[src/rtl/vram_arbiter.sv]
// Round-robin VRAM arbiter: the renderer has absolute priority, CPU channels share the remaining cycles.
// Optional per-channel starvation monitor enabled by defining VRAM_ARB_STARVE_EN.
module vram_arbiter #(
    parameter int NUM_CH       = 3,
    parameter int ADDR_W       = 16,
    parameter int DATA_W       = 8,
    parameter int STARVE_LIMIT = 341
) (
    input  logic                     clk,
    input  logic                     reset,
    input  logic                     render_active,
    input  logic [ADDR_W-1:0]        rnd_addr,
    input  logic [NUM_CH-1:0]        req,
    input  logic [NUM_CH-1:0]        we,
    input  logic [NUM_CH*ADDR_W-1:0] addr,
    input  logic [NUM_CH*DATA_W-1:0] wdata,
    output logic [NUM_CH-1:0]        gnt,
    output logic [NUM_CH-1:0]        rvalid,
    output logic [DATA_W-1:0]        rdata,
    output logic [ADDR_W-1:0]        mem_addr,
    output logic                     mem_we,
    output logic [DATA_W-1:0]        mem_wdata,
    input  logic [DATA_W-1:0]        mem_rdata,
    output logic                     starve_err
);

    localparam int PTR_W = (NUM_CH > 1) ? $clog2(NUM_CH) : 1;

    logic [ADDR_W-1:0] addr_a_s  [NUM_CH];
    logic [DATA_W-1:0] wdata_a_s [NUM_CH];
    logic [PTR_W-1:0]  rr_ptr_r;
    logic [PTR_W-1:0]  cand_s;
    logic [PTR_W-1:0]  pick_idx_s;
    logic [PTR_W-1:0]  ptr_next_s;
    logic              pick_s;
    logic              grant_en_s;
    logic [NUM_CH-1:0] gnt_s;
    logic [NUM_CH-1:0] rvalid_r;

    for (genvar g = 0; g < NUM_CH; g++) begin : g_unpack
        assign addr_a_s[g]  = addr[g*ADDR_W +: ADDR_W];
        assign wdata_a_s[g] = wdata[g*DATA_W +: DATA_W];
    end

    // Search for the first requester starting at rr_ptr and wrapping modulo NUM_CH
    always_comb begin
        pick_s     = 1'b0;
        pick_idx_s = '0;
        cand_s     = '0;
        for (int i = 0; i < NUM_CH; i++) begin
            cand_s = PTR_W'((int'(rr_ptr_r) + i) % NUM_CH);
            if (!pick_s && req[cand_s]) begin
                pick_s     = 1'b1;
                pick_idx_s = cand_s;
            end else begin
                pick_s     = pick_s;
            end
        end
    end

    // Reset (active low) and the renderer both suppress CPU grants in the same cycle
    assign grant_en_s = reset & ~render_active & pick_s;
    assign ptr_next_s = (pick_idx_s == PTR_W'(NUM_CH - 1)) ? '0 : pick_idx_s + PTR_W'(1);

    // One-hot grant decode
    always_comb begin
        gnt_s = '0;
        if (grant_en_s) begin
            gnt_s[pick_idx_s] = 1'b1;
        end else begin
            gnt_s = '0;
        end
    end

    // VRAM port mux: renderer address, granted channel, or idle zeros
    always_comb begin
        mem_addr  = '0;
        mem_we    = 1'b0;
        mem_wdata = '0;
        if (render_active) begin
            mem_addr  = rnd_addr;
            mem_we    = 1'b0;
            mem_wdata = '0;
        end else if (grant_en_s) begin
            mem_addr  = addr_a_s[pick_idx_s];
            mem_we    = we[pick_idx_s];
            mem_wdata = wdata_a_s[pick_idx_s];
        end else begin
            mem_addr  = '0;
            mem_we    = 1'b0;
            mem_wdata = '0;
        end
    end

    if (NUM_CH == 1) begin : g_single
        assign rr_ptr_r = '0;
    end else begin : g_multi
        // Round-robin pointer advances past the winner, holds when idle
        always_ff @(posedge clk or negedge reset) begin
            if (!reset) begin
                rr_ptr_r <= '0;
            end else if (grant_en_s) begin
                rr_ptr_r <= ptr_next_s;
            end else begin
                rr_ptr_r <= rr_ptr_r;
            end
        end
    end

    // Read-return tracker: the VRAM answers one cycle after the read grant
    always_ff @(posedge clk or negedge reset) begin
        if (!reset) begin
            rvalid_r <= '0;
        end else begin
            rvalid_r <= gnt_s & ~we;
        end
    end

    assign gnt    = gnt_s;
    assign rvalid = rvalid_r;
    assign rdata  = mem_rdata;

`ifdef VRAM_ARB_STARVE_EN
    localparam int CNT_W = $clog2(STARVE_LIMIT + 1);

    logic [CNT_W-1:0] starve_cnt_r [NUM_CH];
    logic             starve_err_r;
    logic             starve_hit_s;

    // Flag when any waiting channel is about to reach the limit on this edge
    always_comb begin
        starve_hit_s = 1'b0;
        for (int i = 0; i < NUM_CH; i++) begin
            if (req[i] && !gnt_s[i] && (starve_cnt_r[i] >= CNT_W'(STARVE_LIMIT - 1))) begin
                starve_hit_s = 1'b1;
            end else begin
                starve_hit_s = starve_hit_s;
            end
        end
    end

    // Per-channel wait counters (saturating) and the sticky error flag
    always_ff @(posedge clk or negedge reset) begin
        if (!reset) begin
            for (int i = 0; i < NUM_CH; i++) begin
                starve_cnt_r[i] <= '0;
            end
            starve_err_r <= 1'b0;
        end else begin
            for (int i = 0; i < NUM_CH; i++) begin
                if (req[i] && !gnt_s[i]) begin
                    if (starve_cnt_r[i] != CNT_W'(STARVE_LIMIT)) begin
                        starve_cnt_r[i] <= starve_cnt_r[i] + CNT_W'(1);
                    end else begin
                        starve_cnt_r[i] <= starve_cnt_r[i];
                    end
                end else begin
                    starve_cnt_r[i] <= '0;
                end
            end
            starve_err_r <= starve_err_r | starve_hit_s;
        end
    end

    assign starve_err = starve_err_r;
`else
    assign starve_err = 1'b0;
`endif

endmodule

[config.mk]
export PLATFORM = sky130hd
export DESIGN_NAME = vram_arbiter
export DESIGN_NICKNAME = d
export VERILOG_FILES = /design/src/rtl/vram_arbiter.sv
export SDC_FILE = /design/constraint.sdc
export NUM_CORES = 1
export LEC_CHECK = 0
export ABC_CLOCK_PERIOD_IN_PS = 2200
export BUFFER_PORTS_ARGS = -buffer_cell sky130_fd_sc_hd__buf_4
export CAP_MARGIN = 20
export CORE_AREA = 2 2 69 71
export CTS_BUF_LIST = sky130_fd_sc_hd__clkbuf_4 sky130_fd_sc_hd__clkbuf_8 sky130_fd_sc_hd__clkbuf_16
export CTS_CLUSTER_DIAMETER = 40
export DETAILED_ROUTE_END_ITERATION = 12
export DIE_AREA = 0 0 71 73
export PLACE_DENSITY = 0.77
export SLEW_MARGIN = 20
export SYNTH_ARGS = -nofsm -noshare
export SYNTH_HDL_FRONTEND = slang
export SYNTH_SLANG_ARGS = --single-unit
export TNS_END_PERCENT = 10
[constraint.sdc]
create_clock -name clk -period 2.2 [get_ports clk]
set_input_delay 0.11 -clock clk [delete_from_list [all_inputs] [get_ports clk]]
set_output_delay 0.11 -clock clk [all_outputs]
set_load 0.02 [all_outputs]
==> results of run 1 <==
==> per-stage QoR <==
stage               utilization [%]  hold slack, ns  std cells
floorplan                         -          -0.186        169
global placement               57.3         -0.0776        350
detailed placement             57.3         -0.0773        350
CTS                            60.5          0.0475        355
global route                   61.2          0.0538        355
finish                         61.2          0.0539        355
==> cell usage after synthesis, types with 2 or more instances <==
| cell type | instances |
|---|---|
| mux2i_1 | 27 |
| nand2_1 | 20 |
| mux2_2 | 16 |
| nor2_1 | 12 |
| o21ai_0 | 12 |
| buf_4 | 11 |
| o21ai_1 | 8 |
| a211oi_2 | 7 |
| dfrtp_1 | 5 |
| buf_6 | 4 |
| ha_1 | 4 |
| nand3_1 | 4 |
| nand3b_1 | 4 |
| clkbuf_1 | 3 |
| inv_1 | 3 |
| nor3_1 | 3 |
| o21a_1 | 3 |
| buf_2 | 2 |
| nand2b_1 | 2 |
==> kinds of logic after synthesis <==
kind of cell,synth area share (%)
AND/OR/NAND/NOR,17.7
multiplexers,34.8
AO/OA/AOI/OAI,21.8
buffers and inverters,12.9
flip-flops,8.99
adder cells (fa/ha/maj),3.60
other,0.270
==> routing by layer <==
| layer | vias up | wire length (um) | global-route usage (%) |
|---|---|---|---|
| met3 | 12 | 323 | 3.04 |
| li1 | 865 | - | - |
| met4 | 0 | 78 | 5.87 |
| met1 | 812 | 2020 | 23.3 |
| met5 | - | 0 | 0 |
| met2 | 77 | 2640 | 32.3 |
==> repair_timing <==
item | CTS | global route
setup endpoints to repair | 28 | 31
hold endpoints to repair | 5 | 0
resized for setup | 24 | 9
hold buffers | 1 | 0
pin swaps | 1 | 1
==> flip-flops by register name, indices dropped and copies added, names as in the netlist <==
signal	count
rr_ptr_r	2
rvalid	3
==> power groups by stage <==
stage,clock [uW],sequential [uW],combinational [uW]
floorplan,0,155,2130
global placement,0,142,3000
detailed placement,0,146,3040
CTS,189,147,3220
global route,193,153,3480
finish,185,148,3270
==> worst min path at each step <==
stage / from / endpoint / slack (ns) / depth (start not counted)
6_report: we[2] / rvalid[2] / 0.05 / 2
5_1_grt: we[2] / rvalid[2] / 0.05 / 2
4_1_cts: we[2] / rvalid[2] / 0.05 / 2
3_5_place_dp: reset / rvalid[2] / -0.08 / 1
3_3_place_gp: reset / rvalid[0] / -0.08 / 1
2_1_floorplan: reset / rr_ptr_r[0] / -0.19 / 0
==> area by class of cell <==
type | instances | area [um^2]
Clock buffer | 4 | 48.8
Fill cell | 396 | 1760
Timing Repair Buffer | 150 | 1230
Tap cell | 54 | 67.6
Sequential cell | 5 | 126
Inverter | 3 | 11.3
Multi-Input combinational cell | 139 | 1290
==> impl_metrics.env, run 1 <==
export IMPL_hold_viol=0
export IMPL_avgSynthCellArea_um2=8.23
export IMPL_crit_required_ns=2.09
export IMPL_drtAntennaViolNets=0
export IMPL_cts_tree="done"
export IMPL_setup_viol=28
export IMPL_r2r_end="rr_ptr_r[1]"
export IMPL_core_mm2=0.00454
export IMPL_firstDrtPassIters=4
export IMPL_synth_cells=169
export IMPL_clock_insertion_delay_worst_skew_ns=0.23
export IMPL_cts_max_path_buffers=2
export IMPL_fin_nets=411
export IMPL_grt_max_degree=19
export IMPL_antenna_cells=0
export IMPL_vias=1766
export IMPL_power_density_mw_per_mm2=1300
export IMPL_synth_fp_nets=278
export IMPL_grt_usage_pct=18.5
export IMPL_crit_family="multiplexers"
export IMPL_clk_pin_slew_worst_paths_ns=0.04
export IMPL_ys_flop_type="dfrtp_1"
export IMPL_critPathCaptureType="output pin"
export IMPL_synthesis_area_mm2=0.00139
export IMPL_drt_iter0_drc=30
export IMPL_dp_hpwl_um=4070
export IMPL_final_cell_mix="buf_4, mux2i_1, nand2_1"
export IMPL_vias_per_cell=4.97
export IMPL_outcome="complete, but fails checks"
export IMPL_timing_final_ws_setup_ns=-0.317
export IMPL_report_final_slew_viol_count=0
export IMPL_cts_buffers=3
export IMPL_place_congestion=0.847
export IMPL_crit_path_top_delay_cell="dfrtp_1"
export IMPL_total_leakage_power_uw=0.00135
export IMPL_synth_seq_cells=5
export IMPL_num_rows=25
export IMPL_place_ws_ns=-0.141
export IMPL_violations="setup timing"
export IMPL_synth_top_area_share_pct=19.4
export IMPL_antenna_found_initial=0
export IMPL_fmaxAchievable_mhz=397
export IMPL_seq_area_frac_synth_pct=8.99
export IMPL_synth_edf_count=0
export IMPL_route_detailed_drc=0
export IMPL_power_frac_comb_pct=90.8
export IMPL_die_h_um=73
export IMPL_cp_max_fo=15
export IMPL_fin_crit_ns=2.52
export IMPL_io_buffers=127
export IMPL_final_cell_area_mm2=0.00278
export IMPL_final_common_cell="buf_4"
export IMPL_fin_crit_sh_pct=114
export IMPL_cts_max_level=1
export IMPL_rrSetupSlack_ns=0.06
export IMPL_cp_num_buf_inv=3
export IMPL_start_util_pct=30.7
export IMPL_rr_startpoint="rr_ptr_r[1]"
export IMPL_max_cap_violations=0
export IMPL_power_switching_uw=1650
export IMPL_setup_tns_ns=-7.48
export IMPL_async_flop_share_pct=100
export IMPL_cts_root_buf="clkbuf_8"
export IMPL_crit_chain="inv_2 -> ha_4 -> mux2_4 -> mux2i_4 -> o311a_1 -> o21a_4 -> buf_12 -> mux2i_2 -> o21ai_2 -> buf_4"
export IMPL_synthTopCellsByArea="mux2i_1, mux2_2, dfrtp_1"
export IMPL_first_global_vias=1699
export IMPL_ys_warn_count=0
export IMPL_skew_ns=0.00195
export IMPL_grt_pass1_wl_um=7770
export IMPL_peakVddDrop_uv=756
export IMPL_ys_types=38
export IMPL_finalPower_uw=3600
export IMPL_endpoint="mem_addr[11]"
export IMPL_min_path_type="input port to register"
export IMPL_cp_startpoint="rr_ptr_r[1]"
export IMPL_clockPowerShare_pct=5.1
export IMPL_routed_wl_um=5060
export IMPL_ios=145
export IMPL_fp_dieArea_mm2=0.00518
export IMPL_start_kind="register"
export IMPL_synth_largest_area_cell="mux2i_1"
export IMPL_r2r_cells=11
export IMPL_clock_sinks=5
export IMPL_setup_worst_path_class="register to output pin"
export IMPL_area_growth_pct=99.5
export IMPL_p_sw_share_pct=45.9
export IMPL_internal_power_uw=1950
export IMPL_die_x_um=71
export IMPL_crit_arrival_ns=2.41
export IMPL_post_dp_cell_area_mm2=0.00260
export IMPL_seqPwrFrac_pct=4.1
export IMPL_drive_gt1_share_pct=71.4
export IMPL_max_stage_delay_ns=0.41
export IMPL_routed_wire_length_per_instance_um=14.3
export IMPL_path_depth=10
export IMPL_grt_setup_unrepaired="true"
export IMPL_gr_total_overflow=0
export IMPL_postCtsSetupRepairBufs=0
No activity file was read; power rests on OpenSTA's default activity.
==> run 2, diff against run 1 <==
--- a/config.mk
+++ b/config.mk
@@ -14,6 +14,7 @@
 export DETAILED_ROUTE_END_ITERATION = 12
 export DIE_AREA = 0 0 71 73
 export PLACE_DENSITY = 0.77
+export REMOVE_ABC_BUFFERS = 1
 export SLEW_MARGIN = 20
 export SYNTH_ARGS = -nofsm -noshare
 export SYNTH_HDL_FRONTEND = slang
==> impl_metrics.env, run 2 (same netlist as run 1, synthesis figures left out) <==
export IMPL_clock_sinks=5
export IMPL_routed_wl_met3_um=429
export IMPL_final_common_cell="buf_4"
export IMPL_cts_buffers=3
export IMPL_start_util_pct=30.7
export IMPL_ios=145
export IMPL_die_h_um=73
export IMPL_wl_met1_um=2080
export IMPL_cts_root_buf="clkbuf_8"
export IMPL_crit_arrival_ns=2.45
export IMPL_antenna_cells=0
export IMPL_outcome="complete, but fails checks"
export IMPL_dp_hpwl_um=4070
export IMPL_r2r_cells=10
export IMPL_grt_setup_unrepaired="true"
export IMPL_cts_tree="done"
export IMPL_min_to="rvalid[2]"
export IMPL_routed_top_layer="met4"
export IMPL_cp_max_fo=13
export IMPL_final_cell_mix="buf_4, mux2i_1, nand2_1"
export IMPL_skew_ns=0.00462
export IMPL_core_mm2=0.00454
export IMPL_drt_iter0_drc=70
export IMPL_max_cap_violations=0
export IMPL_drive_gt1_share_pct=67.7
export IMPL_final_instance_count_excl_fill=370
export IMPL_critPathCaptureType="output pin"
export IMPL_die_x_um=71
export IMPL_area_growth_pct=107
export IMPL_wl_met2_um=2930
export IMPL_fin_crit_sh_pct=116
export IMPL_fmaxAchievable_mhz=390
export IMPL_clock_insertion_delay_worst_skew_ns=0.23
export IMPL_violations="setup timing"
export IMPL_vias=1842
export IMPL_largest_register_ffs=3
export IMPL_start_kind="register"
export IMPL_routed_wire_length_per_instance_um=14.9
export IMPL_routed_wl_um=5520
export IMPL_first_global_vias=1794
export IMPL_hold_viol=0
export IMPL_r2r_end="rr_ptr_r[1]"
export IMPL_crit_required_ns=2.09
export IMPL_firstDrtPassIters=4
export IMPL_min_path_type="input port to register"
export IMPL_antenna_found_initial=0
export IMPL_grt_usage_pct=19.3
export IMPL_total_leakage_power_uw=0.00148
export IMPL_setup_tns_ns=-9.15
export IMPL_route_detailed_drc=0
export IMPL_cts_max_path_buffers=2
export IMPL_rrSetupSlack_ns=0.09
export IMPL_vias_per_cell=4.98
export IMPL_fp_dieArea_mm2=0.00518
export IMPL_grt_max_degree=21
export IMPL_grt_pass1_wl_um=8160
export IMPL_place_congestion=0.937
export IMPL_cts_max_level=1
export IMPL_placedCellCount=347
export IMPL_setup_viol=28
export IMPL_worstHoldPathCells=2
export IMPL_gr_total_overflow=0
export IMPL_fin_nets=426
export IMPL_fin_crit_ns=2.56
export IMPL_min_from="we[2]"
export IMPL_clk_pin_slew_worst_paths_ns=0.04
export IMPL_drtAntennaViolNets=0
export IMPL_setup_worst_path_class="register to output pin"
export IMPL_io_buffers=127
export IMPL_num_rows=25
export IMPL_rr_startpoint="rr_ptr_r[1]"
export IMPL_power_density_mw_per_mm2=1360
export IMPL_peakVddDrop_uv=611
export IMPL_report_final_slew_viol_count=0
export IMPL_timing_final_ws_setup_ns=-0.362
run 2: routing by layer:
layer  vias up  GRT usage (%)
met1       841           22.3
met5         -              0
li1        895              -
met3         9           4.70
met4         0           5.03
met2        97           35.4
run 2: where the power goes:
group | switching [uW] | total [uW] | internal [uW] | leakage (uW)
logic | 1590 | 3590 | 2000 | 0.00138
clock network | 49.6 | 187 | 137 | 0.0000262
registers | 19.8 | 139 | 119 | 0.0000670
run 2: cell type report:
cell class                      instances  area (um^2)
Clock buffer                            4         48.8
Multi-Input combinational cell        139         1220
Sequential cell                         5          125
Timing Repair Buffer                  165         1410
Tap cell                               54         67.6
Inverter                                3         11.3
Fill cell                             405         1660
run 2: worst max-delay path, stage by stage (launching register included):
cell and delay, ns:
dfrtp_1 0.39, buf_6 0.13, ha_4 0.30, buf_4 0.15, mux2i_4 0.24, o311a_1 0.20
o21a_4 0.20, buf_12 0.16, mux2i_2 0.21, o21ai_1 0.07, buf_4 0.15
run 2: how the worst max path moves through the flow:
stage	start	endpoint	cells after the start
final	rr_ptr_r[1]	mem_addr[0]	10
after global routing	rr_ptr_r[1]	mem_addr[5]	11
after CTS	rr_ptr_r[1]	mem_addr[0]	10
after detailed placement	rr_ptr_r[0]	mem_addr[3]	10
after global placement	rr_ptr_r[0]	mem_addr[3]	10
after floorplan	rr_ptr_r[1]	mem_addr[0]	8
run 2: stage by stage:
step                hold slack (ns)  setup WS (ns)  utilization (%)  area [um^2]  power, uW
global route                 0.0556         -0.497             63.4         2880       4160
CTS                          0.0454         -0.370             60.1         2730       3690
detailed placement          -0.0784         -0.211             54.0         2450       2900
floorplan                    -0.186          -1.02                -         1220       1780
finish                       0.0477         -0.362             63.4         2880       3910
global placement            -0.0806         -0.154             54.0         2450       2850
run 2: what timing repair did:
action,4_1_cts,5_1_grt
gates resized for setup,30,16
setup buffers,8,6
setup endpoints to repair,29,32
pin swaps,4,10
gates cloned,2,2
hold endpoints to repair,5,0
hold buffers,1,0
